File: config.mk
export PLATFORM = sky130hd
export DESIGN_NAME = regfile_scoreboard
export DESIGN_NICKNAME = d
export VERILOG_FILES = /design/src/rtl/regfile_pkg.sv /design/src/rtl/rf_read_port.sv /design/src/rtl/regfile_scoreboard.sv
export SDC_FILE = /design/constraint.sdc
export NUM_CORES = 1
export LEC_CHECK = 0
export CAP_MARGIN = 15
export CORE_ASPECT_RATIO = 0.5
export CORE_MARGIN = 3
export CORE_UTILIZATION = 55
export DETAILED_ROUTE_END_ITERATION = 6
export DONT_BUFFER_PORTS = 1
export GPL_TIMING_DRIVEN = 0
export HOLD_SLACK_MARGIN = 0.1
export PLACE_DENSITY = 0.7
export SYNTH_ARGS = -nofsm -noshare
export SYNTH_HDL_FRONTEND = slang
export SYNTH_SLANG_ARGS = --single-unit
File: constraint.sdc
create_clock -name clk -period 9.9 [get_ports clk]
set_input_delay 0.495 -clock clk [delete_from_list [all_inputs] [get_ports clk]]
set_output_delay 0.495 -clock clk [all_outputs]
set_load 0.01 [all_outputs]
File: src/rtl/regfile_pkg.sv
// regfile_pkg: shared constants for the register file with busy scoreboard.
//   RF_WIDTH_DEF / RF_DEPTH_DEF / RF_NUM_RD_DEF : default parameter values
//   RF_ZERO_REG                                 : index of the hardwired-zero register
// Optional feature macro used by the design: RF_BYPASS_EN (write-to-read forwarding).
package regfile_pkg;

  localparam int RF_WIDTH_DEF  = 16;
  localparam int RF_DEPTH_DEF  = 16;
  localparam int RF_NUM_RD_DEF = 2;
  localparam int RF_ZERO_REG   = 0;

endpackage

File: src/rtl/rf_read_port.sv
// rf_read_port: one combinational read port of the register file.
// Decodes the read address into the storage array and busy vector, forces the
// zero register (and everything while rst is high) to read 0 / not busy, and,
// when RF_BYPASS_EN is defined, forwards a same-cycle writeback to this port.
// Ports:
//   rst_i      reset (forces zero outputs)
//   addr_i     read address
//   mem_i      storage array from the top level
//   busy_i     scoreboard busy vector
//   wr_en_i / wr_addr_i / wr_data_i   writeback (only with RF_BYPASS_EN)
//   data_o     read data
//   busy_o     addressed register has a pending writeback
module rf_read_port
  import regfile_pkg::*;
#(
  parameter int WIDTH = RF_WIDTH_DEF,
  parameter int DEPTH = RF_DEPTH_DEF,
  parameter int AW    = $clog2(RF_DEPTH_DEF)
) (
  input  logic             rst_i,
  input  logic [AW-1:0]    addr_i,
  input  logic [WIDTH-1:0] mem_i [DEPTH],
  input  logic [DEPTH-1:0] busy_i,
`ifdef RF_BYPASS_EN
  input  logic             wr_en_i,
  input  logic [AW-1:0]    wr_addr_i,
  input  logic [WIDTH-1:0] wr_data_i,
`endif
  output logic [WIDTH-1:0] data_o,
  output logic             busy_o
);

  always_comb begin
    data_o = mem_i[addr_i];
    busy_o = busy_i[addr_i];
`ifdef RF_BYPASS_EN
    // Forwarding the data also forwards the scoreboard clear.
    if (wr_en_i && (wr_addr_i == addr_i)) begin
      data_o = wr_data_i;
      busy_o = 1'b0;
    end
`endif
    // Zero-register force last, so it also overrides a forwarded write to r0.
    if (rst_i || (addr_i == AW'(RF_ZERO_REG))) begin
      data_o = '0;
      busy_o = 1'b0;
    end
  end

endmodule

File: src/rtl/regfile_scoreboard.sv
// regfile_scoreboard: DEPTH x WIDTH register file with NUM_RD combinational
// read ports, one writeback port and a per-register busy scoreboard for RAW
// hazard detection. Register 0 is hardwired zero and never busy.
// Ports:
//   clk, rst (async, active-high)
//   SrcReg / SrcData / SrcBusy : packed read ports, port i at [i*AW +: AW] etc.
//   WriteReg, DstReg, DstData  : writeback (clears busy)
//   IssueEn, IssueReg          : issue (sets busy; wins over a same-cycle clear)
//   BusyCount                  : registered popcount of the busy vector
// Optional feature: define RF_BYPASS_EN for same-cycle write-to-read forwarding.
module regfile_scoreboard
  import regfile_pkg::*;
#(
  parameter int WIDTH  = RF_WIDTH_DEF,
  parameter int DEPTH  = RF_DEPTH_DEF,
  parameter int NUM_RD = RF_NUM_RD_DEF,
  parameter int AW     = $clog2(DEPTH)
) (
  input  logic                    clk,
  input  logic                    rst,
  input  logic [NUM_RD*AW-1:0]    SrcReg,
  output logic [NUM_RD*WIDTH-1:0] SrcData,
  output logic [NUM_RD-1:0]       SrcBusy,
  input  logic                    WriteReg,
  input  logic [AW-1:0]           DstReg,
  input  logic [WIDTH-1:0]        DstData,
  input  logic                    IssueEn,
  input  logic [AW-1:0]           IssueReg,
  output logic [AW:0]             BusyCount
);

  logic [WIDTH-1:0] mem_q [DEPTH];
  logic [DEPTH-1:0] busy_q, busy_d;
  logic [AW:0]      cnt_q, cnt_d;
  logic             wr_hit, iss_hit, set_evt, clr_evt;

  always_comb begin
    wr_hit  = WriteReg && (DstReg != AW'(RF_ZERO_REG));
    iss_hit = IssueEn && (IssueReg != AW'(RF_ZERO_REG));

    busy_d = busy_q;
    if (wr_hit)  busy_d[DstReg]   = 1'b0;
    if (iss_hit) busy_d[IssueReg] = 1'b1;

    // Count only real transitions so the counter tracks popcount(busy) exactly.
    set_evt = iss_hit && !busy_q[IssueReg];
    clr_evt = wr_hit && busy_q[DstReg] && !(iss_hit && (IssueReg == DstReg));

    cnt_d = cnt_q;
    if (set_evt && !clr_evt)      cnt_d = cnt_q + 1'b1;
    else if (clr_evt && !set_evt) cnt_d = cnt_q - 1'b1;
  end

  always_ff @(posedge clk or posedge rst) begin
    if (rst) begin
      for (int i = 0; i < DEPTH; i++) mem_q[i] <= '0;
      busy_q <= '0;
      cnt_q  <= '0;
    end else begin
      if (wr_hit) mem_q[DstReg] <= DstData;
      busy_q <= busy_d;
      cnt_q  <= cnt_d;
    end
  end

  assign BusyCount = cnt_q;

  for (genvar g = 0; g < NUM_RD; g++) begin : g_rd
    rf_read_port #(
      .WIDTH (WIDTH),
      .DEPTH (DEPTH),
      .AW    (AW)
    ) u_rd (
      .rst_i     (rst),
      .addr_i    (SrcReg[g*AW +: AW]),
      .mem_i     (mem_q),
      .busy_i    (busy_q),
`ifdef RF_BYPASS_EN
      .wr_en_i   (WriteReg),
      .wr_addr_i (DstReg),
      .wr_data_i (DstData),
`endif
      .data_o    (SrcData[g*WIDTH +: WIDTH]),
      .busy_o    (SrcBusy[g])
    );
  end

endmodule
==> flow_summary.yaml, run 1 <==
outcome:
  status: "finished clean"
routing:
  wl_per_cell_um: 31.7
  vias: 11000
  ant_nets: 0
  initialDrtViolationCount: 1382
  drt_wl_total_mm: 49.2
  drc: 0
  first_pass_iters: 7
  routed_via_density: 7.05
worst_setup_path:
  arrival_ns: 3.55
  crit_type: "in2out"
  cp-start-kind: "primary input"
  worst-path-max-fanout: 10
  cp-end-kind: "primary output"
  cp_data_required_time_ns: 9.41
clock_network:
  cts-resized-gates: 0
  clockBufferDepth: 3
  cts_buffers: 25
  cts.sinks: 277
  cts_root_buf: "clkbuf_16"
  clk_pin_slew_ns: 0.07
  cts_tree: "built"
  clk_latency_ns: 0.55
  post_cts_buffers: 0
  cts_htree_levels: 1
logic_synthesis:
  synth_top_cell_by_area: "dfrtp_1"
  synth_edf_count: 0
  synth_cell_types: 51
  synthMuxAreaShare: 0.386
  synth-compound-area-share: 0.0582
  async_flop_share: 1.00
  synth_fp_nets: 1155
  netlist_area_um2: 15500
  synth_area_per_cell_um2: 13.9
  synth-xor-area-share: 0.00452
  synthAdderAreaFrac: 0.00532
  synth_top_family_by_area: "multiplexers"
  synth_top_cell_area_share: 0.447
  synth_top_flop_cell: "dfrtp_1"
  synth_area_leaders: "dfrtp_1, mux4_2, mux2_2"
  yosys.area_share.simple: 0.0536
  ys_ff_latch: 277
  yosys_warnings: 0
  synthCells: 1113
  ys_seq_area_frac: 0.447
sta:
  post-route-min-period_ns: 4.04
  hold-worst-slack_ns: 0.109
  skew_ns: 0.00610
  finalCritPeriodShare: 0.408
  worst_pin_slew_ns: 1.15
  fmax_mhz: 247
  fin_ws_ns: 5.86
  finalHoldViolCount: 0
  max_slew_margin: 0.234
  setup_viol: 0
  slew_violations: 0
  grt_setup_unrepaired: "false"
grt:
  antenna_found_initial: 0
  grt_overflow: 0
  grt_max_degree: 136
  grt_pass1_wl_mm: 73.7
  grt_use_total: 0.329
  grt_pass1_vias: 11300
floorplanning:
  die_h_um: 125
  start_util: 0.573
  io_pins: 75
  die_area_um2: 30400
  die_w_um: 243
  row_count: 42
  coreArea_um2: 27100
finish:
  drive_gt1_frac: 0.402
  layout.nets: 1204
  area_delta_synth_final_pct: 10.3
  nFillCells: 1964
place:
  dp_slack_ns: 6.54
  gp_congestion: 0.926
  io_buffers: 0
  dp_hpwl_mm: 32.7
pwr:
  power.density_nw_per_um2: 203
  ir_drop_mv: 0.127
  leakage_nw: 7.25
run:
  cap_violations: 0
min_path:
  hold_class: "in2reg"
==> cell usage after synthesis (all sizes together) (7+ instances only) <==
master,count
mux2i,71
inv,9
a22o,14
o21ai,19
xnor2,7
a32oi,20
buf,60
dfrtp,277
nand4,21
mux4,110
nand2,71
clkbuf,59
o211ai,21
a221o,14
and3,14
nor2b,8
mux2,240
nor2,16
a22oi,14
==> registers in the layout, indices dropped and copies added, names as in the netlist <==
name and flops:
mem_q 256, busy_q 16, BusyCount 5
==> per-stage QoR <==
stage	power, mW	std cells	utilization	TNS [ns]	instance area (um^2)
4_1_cts	3.46	1554	0.632	0	17100
3_3_place_gp	2.38	1487	0.590	-330.48	16000
6_report	3.48	1555	0.632	0	17100
2_1_floorplan	2.21	1113	-	0	15500
5_1_grt	3.62	1554	0.632	0	17100
3_5_place_dp	2.44	1492	0.594	0	16100
==> cell families after synthesis <==
family,after synthesis
multiplexers,421
flip-flops,277
AND/OR/NAND/NOR,157
buffers and inverters,128
AO/OA/AOI/OAI,116
XOR/XNOR,8
adder cells (fa/ha/maj),6
==> power by group <==
part | total [mW] | internal (mW) | switching (mW)
Combinational | 0.851 | 0.483 | 0.368
Sequential | 1.60 | 1.39 | 0.211
Clock | 1.03 | 0.577 | 0.454
Total | 3.48 | 2.45 | 1.03
==> path summary, 6_finish.rpt <==
check                      depth (start not counted)         from            to  slack, ns
max                                                9          rst    SrcBusy[0]       5.86
min                                                1  DstData[14]     mem_q[30]       0.11
max reg2reg                                       11    busy_q[7]  BusyCount[4]       6.98
min reg2reg                                        1   mem_q[244]    mem_q[244]       0.48
max in group asynchronous                          4          rst    mem_q[170]       8.32
min in group asynchronous                          3          rst    mem_q[195]       0.58
==> cell type report <==
class | count | area, um^2 | share of cell area
multi-input cells | 708 | 7890 | 0.462
flip-flops and latches | 277 | 6930 | 0.405
clock buffers | 37 | 751 | 0.0439
plain buffers | 119 | 664 | 0.0389
well taps | 374 | 468 | 0.0274
repair buffers | 22 | 255 | 0.0149
clock inverters | 8 | 93.8 | 0.00549
inverters | 9 | 41.3 | 0.00241
diodes | 1 | 2.50 | 0.000146
==> layer usage <==
metal | vias to the layer above | part of all wire | global-route usage
li1 | 4364 | - | -
met1 | 5853 | 0.41 | 0.467
met2 | 647 | 0.43 | 0.479
met3 | 100 | 0.12 | 0.117
met4 | 0 | 0.028 | 0.0975
met5 | - | 0 | 0
==> cell usage in the layout (no fill, tap or decap), drive strengths merged, types with 2 or more instances in the layout <==
master | Yosys | final
clkbuf | 59 | 96
a32oi | 20 | 20
nor2b | 8 | 8
xnor2 | 7 | 7
and2 | 4 | 4
ha | 5 | 5
dlygate4sd3 | 0 | 17
nor4 | 2 | 2
a221o | 14 | 14
o31ai | 2 | 2
o211ai | 21 | 21
nand3b | 4 | 4
a32o | 3 | 3
nor3 | 5 | 5
or3 | 3 | 3
and3 | 14 | 14
a22o | 14 | 14
inv | 9 | 10
mux4 | 110 | 110
mux2 | 240 | 240
o21ai | 19 | 19
nand3 | 4 | 4
bufinv | 0 | 2
dfrtp | 277 | 277
clkinv | 0 | 5
buf | 60 | 65
mux2i | 71 | 71
nand2 | 71 | 71
nand2b | 2 | 2
a21oi | 3 | 3
a22oi | 14 | 14
nor2 | 16 | 16
or2 | 2 | 2
nand4 | 21 | 21
==> critical path: stages <==
cell           delay (ns)
dlygate4sd3_1        0.53
buf_2                0.21
nor2b_1              0.13
clkbuf_1             0.43
buf_2                0.36
clkbuf_1             0.67
a32oi_1              0.20
o211ai_1             0.31
buf_4                0.19
==> what timing repair did <==
action | in CTS | in global routing
hold buffers | 17 | 0
hold endpoints to repair | 123 | 0
endpoints found under the setup margin | 0 | 0
Power figures use the tool's default switching activity.
==> inputs of run 2 (changes only) <==
--- a/config.mk
+++ b/config.mk
@@ -5,6 +5,7 @@
 export SDC_FILE = /design/constraint.sdc
 export NUM_CORES = 1
 export LEC_CHECK = 0
+export ABC_AREA = 1
 export CAP_MARGIN = 15
 export CORE_ASPECT_RATIO = 0.5
 export CORE_MARGIN = 3
@@ -13,7 +14,7 @@
 export DONT_BUFFER_PORTS = 1
 export GPL_TIMING_DRIVEN = 0
 export HOLD_SLACK_MARGIN = 0.1
-export PLACE_DENSITY = 0.7
+export PLACE_DENSITY = 0.73
 export SYNTH_ARGS = -nofsm -noshare
 export SYNTH_HDL_FRONTEND = slang
 export SYNTH_SLANG_ARGS = --single-unit
==> constraint.sdc (replaced) <==
create_clock -name clk -period 3.6 [get_ports clk]
set_input_delay 0.18 -clock clk [delete_from_list [all_inputs] [get_ports clk]]
set_output_delay 0.18 -clock clk [all_outputs]
set_load 0.01 [all_outputs]
==> run 2 against run 1 <==
  * Clock skew increased by 0.013 ns
  * Flip-flop and latch count unchanged
  * Via count grew 67%
  * Final area up 9.5%
  * Register-to-register slack got worse by 6.2 ns
  * Cell count rose by 95%
==> flow_summary.yaml, run 2 <==
outcome:
  status: "finished clean"
sta:
  finalCritPeriodShare: 0.898
  post-route-min-period_ns: 3.23
  skew_ns: 0.0194
  hold-worst-slack_ns: 0.141
  worst_pin_slew_ns: 1.02
  grt_setup_unrepaired: "false"
  setup_viol: 0
  fin_ws_ns: 0.366
  slew_violations: 0
  fin_tns_setup_ns: 0
  max_slew_margin: 0.319
  finalHoldViolCount: 0
  fmax_mhz: 309
min_path:
  hold_class: "in2reg"
  hold-path-endpoint: "busy_q[15]"
  min_path_cells: 4
  min_from: "IssueReg[0]"
finish:
  area_delta_synth_final_pct: 10.9
  final_util: 0.632
  largest_reg_flops: 256
  fin_cells: 3036
  top_register: "mem_q"
  fin_area_um2: 18700
  layout_common_cells: "nand2_1, nand3_1, inv_1"
  layout.nets: 2661
  drive_gt1_frac: 0.0807
  layout_commonest_cell: "nand2_1"
worst_setup_path:
  cp-end-kind: "primary output"
  cp-start-kind: "primary input"
  crit_type: "in2out"
  r2r-end: "BusyCount[4]"
  worst-path-max-fanout: 38
  slowest_delay_ns: 0.57
  r2r_slack_ns: 0.75
  path_common_cell: "buf_12"
  reg2reg_depth: 16
  arrival_ns: 3.05
  cpMaxStageDelayCell: "dlygate4sd3_1"
  r2r-start: "busy_q[4]"
  cp_data_required_time_ns: 3.42
  cp_cell_sequence: "dlygate4sd3_1 > clkinvlp_4 > buf_12 > buf_12 > buf_16 > nand2_1 > buf_4 > a21oi_1"
  crit_start: "rst"
logic_synthesis:
  synth_commonest_cells: "nand2_1, nand3_1, inv_1, dfrtp_1, o21ai_0"
  synth_most_common_cell: "nand2_1"
  synth_area_per_cell_um2: 6.60
  synth_area_leaders: "dfrtp_1, nand2_1, nand3_1"
  synth_cell_types: 29
  ys_seq_area_frac: 0.410
  yosys_warnings: 0
  synth_top_cell_area_share: 0.410
  synth_top_cell_by_area: "dfrtp_1"
  ys_ff_latch: 277
  synthCells: 2557
  synth_top_flop_cell: "dfrtp_1"
  synth_edf_count: 0
  async_flop_share: 1.00
  netlist_area_um2: 16900
  synth_fp_nets: 2599
place:
  dp.cells: 2955
  gp_congestion: 1.03
  dp_slack_ns: 0.748
  placed_area_um2: 17600
  io_buffers: 0
  dp_hpwl_mm: 50.9
pwr:
  p_sw_frac: 0.367
  ir_drop_mv: 0.387
  internal-power_mw: 6.15
  leakage_nw: 9.52
  p_seq_frac: 0.418
  power.density_nw_per_um2: 519
  pwr-share-comb: 0.296
  p_switching_mw: 3.57
  fin_total_pwr_mw: 9.73
  power_frac_clock: 0.286
clock_network:
  cts_buffers: 26
  clk_latency_ns: 0.58
  hold_buffers: 27
  clockBufferDepth: 3
  cts_tree: "built"
  clk_pin_slew_ns: 0.07
  cts_root_buf: "clkbuf_16"
  cts-resized-gates: 0
  cts.sinks: 277
  post_cts_buffers: 0
  cts_htree_levels: 1
floorplanning:
  start_util: 0.570
  die_w_um: 254
  die_h_um: 130
  io_pins: 75
  coreArea_um2: 29600
  row_count: 44
  die_area_um2: 33000
routing:
  first_pass_iters: 6
  initialDrtViolationCount: 3101
  vias: 18300
  wl_per_cell_um: 23.7
  routed_via_density: 6.02
  drt_wl_total_mm: 72.1
  drc: 0
  ant_nets: 0
grt:
  grt_max_degree: 44
  grt_use_total: 0.435
  grt_pass1_vias: 16300
  grt_pass1_wl_mm: 105
  grt_overflow: 0
  antenna_found_initial: 9
run:
  cap_violations: 0
## run 2: cell count changes after synthesis, sizes merged, moves of 17 or more
cell / previous run / this run
nor2: 16 / 33
mux2i: 71 / 0
a32oi: 20 / 0
a21oi: 3 / 36
nand3: 4 / 385
mux4: 110 / 0
buf: 60 / 118
o211ai: 21 / 0
inv: 9 / 336
nand2: 71 / 1010
mux2: 240 / 0
nand4: 21 / 3
o21ai: 19 / 256
## run 2: cell families after synthesis
family,synth area share
buffers and inverters,0.131
and+or+nand+nor,0.356
xor gates and xnor gates,0.00415
adders and majority gates,0.00489
DFF,0.410
AOI/OAI and AO/OA,0.0929
## run 2: critical path, delay by kind of cell
kind                   cells  cell delay (ns)
AND/OR/NAND/NOR            1             0.20
buffers and inverters      6             2.14
AO/OA/AOI/OAI              1             0.48
## run 2: how the worst max path moves through the flow
stage / end / cells after the start
4_1_cts: SrcData[25] / 8
6_report: SrcData[25] / 8
3_5_place_dp: BusyCount[4] / 17
2_1_floorplan: SrcData[21] / 4
5_1_grt: SrcData[25] / 8
3_3_place_gp: SrcData[25] / 4
## run 2: layer usage
metal | wire length [um] | global-route usage | vias to the layer above
li1 | - | - | 8064
met1 | 28100 | 0.600 | 8389
met2 | 27500 | 0.590 | 1498
met3 | 12600 | 0.198 | 309
met4 | 3690 | 0.176 | 14
met5 | 162 | 0.0171 | -
## run 2: power groups by stage
stage          sequential (mW)  combinational (mW)  clock (mW)
6_report                  4.06                2.88        2.78
3_3_place_gp              4.10                2.61           0
4_1_cts                   4.05                2.76        2.74
5_1_grt                   4.12                3.19        2.87
3_5_place_dp              4.11                2.68           0
2_1_floorplan             4.05                1.95           0
## run 2: area by class of cell
class / instances / area [um^2]
diodes: 7 / 17.5
flip-flops and latches: 277 / 6930
clock inverters: 4 / 20.0
fillers: 2871 / 10900
clock buffers: 43 / 786
well taps: 391 / 489
repair buffers: 34 / 418
multi-input cells: 1755 / 7830
inverters: 336 / 1270
plain buffers: 189 / 968
==> inputs of run 3 (changes only) <==
--- a/config.mk
+++ b/config.mk
@@ -5,7 +5,7 @@
 export SDC_FILE = /design/constraint.sdc
 export NUM_CORES = 1
 export LEC_CHECK = 0
-export ABC_AREA = 1
+export ABC_AREA = 0
 export CAP_MARGIN = 15
 export CORE_ASPECT_RATIO = 0.5
 export CORE_MARGIN = 3
==> run 3 against run 2 <==
  * Non-clock buffer count shrank 75
  * Clock power grew 7.6%
  * Sequential share of layout area grew 3.1 points
  * Clock skew shrank 0.016 ns
  * Combinational power shrank 18%
==> flow_summary.yaml, run 3 (synthesis results as in run 1) <==
worst_setup_path:
  r2r-end: "BusyCount[4]"
  cp-end-kind: "primary output"
  r2r-start: "busy_q[3]"
  cp-start-kind: "primary input"
  arrival_ns: 3.19
  reg2reg_depth: 12
  cp_data_required_time_ns: 3.42
  path_common_cell: "clkbuf_1"
  slowest_delay_ns: 0.73
  cp_cell_sequence: "dlygate4sd3_1 > buf_8 > nor2b_1 > clkbuf_1 > clkbuf_1 > clkbuf_1 > nand4_1 > o211ai_1"
  cpMaxStageDelayCell: "clkbuf_1"
  r2r_slack_ns: 0.62
  worst-path-max-fanout: 10
  crit_type: "in2out"
clock_network:
  cts_tree: "built"
  cts_htree_levels: 1
  cts_buffers: 27
  clockBufferDepth: 3
  cts.sinks: 277
  cts_root_buf: "clkbuf_16"
  post_cts_buffers: 0
  clk_pin_slew_ns: 0.07
  cts-resized-gates: 0
  clk_latency_ns: 0.56
grt:
  grt_overflow: 0
  grt_pass1_vias: 11500
  grt_max_degree: 46
  grt_pass1_wl_mm: 73.7
  antenna_found_initial: 0
  grt_use_total: 0.328
routing:
  drc: 0
  routed_via_density: 7.16
  initialDrtViolationCount: 1635
  wl_per_cell_um: 31.6
  ant_nets: 0
  vias: 11200
  first_pass_iters: 6
  drt_wl_total_mm: 49.5
min_path:
  min_from: "IssueReg[0]"
  hold_class: "in2reg"
  hold-path-endpoint: "busy_q[3]"
  min_path_cells: 3
finish:
  fin_cells: 1565
  largest_reg_flops: 256
  fin_area_um2: 17300
  drive_gt1_frac: 0.404
  layout.nets: 1213
  area_delta_synth_final_pct: 11.3
  layout_commonest_cell: "dfrtp_1"
  top_register: "mem_q"
  diodes: 0
  layout_common_cells: "dfrtp_1, mux2_2, mux4_2"
sta:
  setup_viol: 0
  post-route-min-period_ns: 3.37
  skew_ns: 0.00332
  fin_tns_setup_ns: 0
  worst_pin_slew_ns: 1.31
  finalHoldViolCount: 0
  finalCritPeriodShare: 0.937
  grt_setup_unrepaired: "false"
  max_slew_margin: 0.120
  fmax_mhz: 296
  slew_violations: 0
floorplanning:
  start_util: 0.573
  die_h_um: 125
  io_pins: 75
  die_area_um2: 30400
  coreArea_um2: 27100
  row_count: 42
  die_w_um: 243
outcome:
  status: "finished clean"
place:
  io_buffers: 0
  dp_hpwl_mm: 33.0
  placed_area_um2: 16100
  gp_congestion: 0.901
  dp.cells: 1494
pwr:
  ir_drop_mv: 0.341
  power.density_nw_per_um2: 565
  leakage_nw: 7.30
  fin_total_pwr_mw: 9.76
run:
  cap_violations: 0
## run 3: cell types whose count changed in the layout (fill, tap and decap cells not counted), sizes merged, moves of 18 or more
cell    before  now
a21oi       36    3
a32oi        0   20
buf        125   68
clkbuf     114   94
inv        335    9
mux2         0  240
mux2i        0   71
mux4         0  110
nand2     1010   71
nand3      385    4
nand4        3   21
o211ai       0   21
o21ai      256   19
## run 3: final cells by class
cell class	count	area, um^2
Buffer	119	674
Clock buffer	35	746
Clock inverter	14	161
Fill cell	1977	9800
Inverter	9	37.5
Multi-Input combinational cell	708	7890
Sequential cell	277	6930
Tap cell	374	468
Timing Repair Buffer	29	353
## run 3: worst max path at each step
stage,start,endpoint,slack [ns],depth (start not counted)
floorplan,rst,BusyCount[0],-0.38,2
global placement,rst,mem_q[170],-1.72,2
detailed placement,DstReg[0],BusyCount[4],0.58,13
CTS,rst,SrcData[12],0.36,8
global route,rst,SrcData[27],0.16,8
finish,rst,SrcData[16],0.23,8
## run 3: power by group
group	total, mW	leakage (nW)	switching [mW]	internal, mW
sequential	4.41	3.42	0.596	3.81
combinational	2.35	3.45	1.01	1.34
clock	2.99	0.439	1.31	1.68
total	9.76	7.30	2.92	6.84
## run 3: stage by stage
step                      hold WS (ns)  utilization  setup WS, ns
final                            0.128        0.638         0.226
after global routing             0.174        0.638         0.162
after CTS                        0.115        0.637         0.364
after detailed placement         0.335        0.596         0.580
after global placement           0.332        0.591         -1.72
after floorplan                  0.332            -        -0.379
## run 3: timing repair
item / in CTS / in global routing
setup endpoints to repair: 0 / 0
hold buffers: 21 / 0
hold endpoints to repair: 129 / 0
## run 3: worst max-delay path: cells and delay by family
kind,cells,cell delay [ns]
and+or+nand+nor,2,0.31
buffers and inverters,5,2.40
AOI/OAI and AO/OA,1,0.30
## run 3: metal layers
layer,track usage,up-vias,wire [um]
li1,-,4376,-
met1,0.455,5865,19100
met2,0.476,799,21400
met3,0.118,162,6800
met4,0.125,0,2170
met5,0,-,0
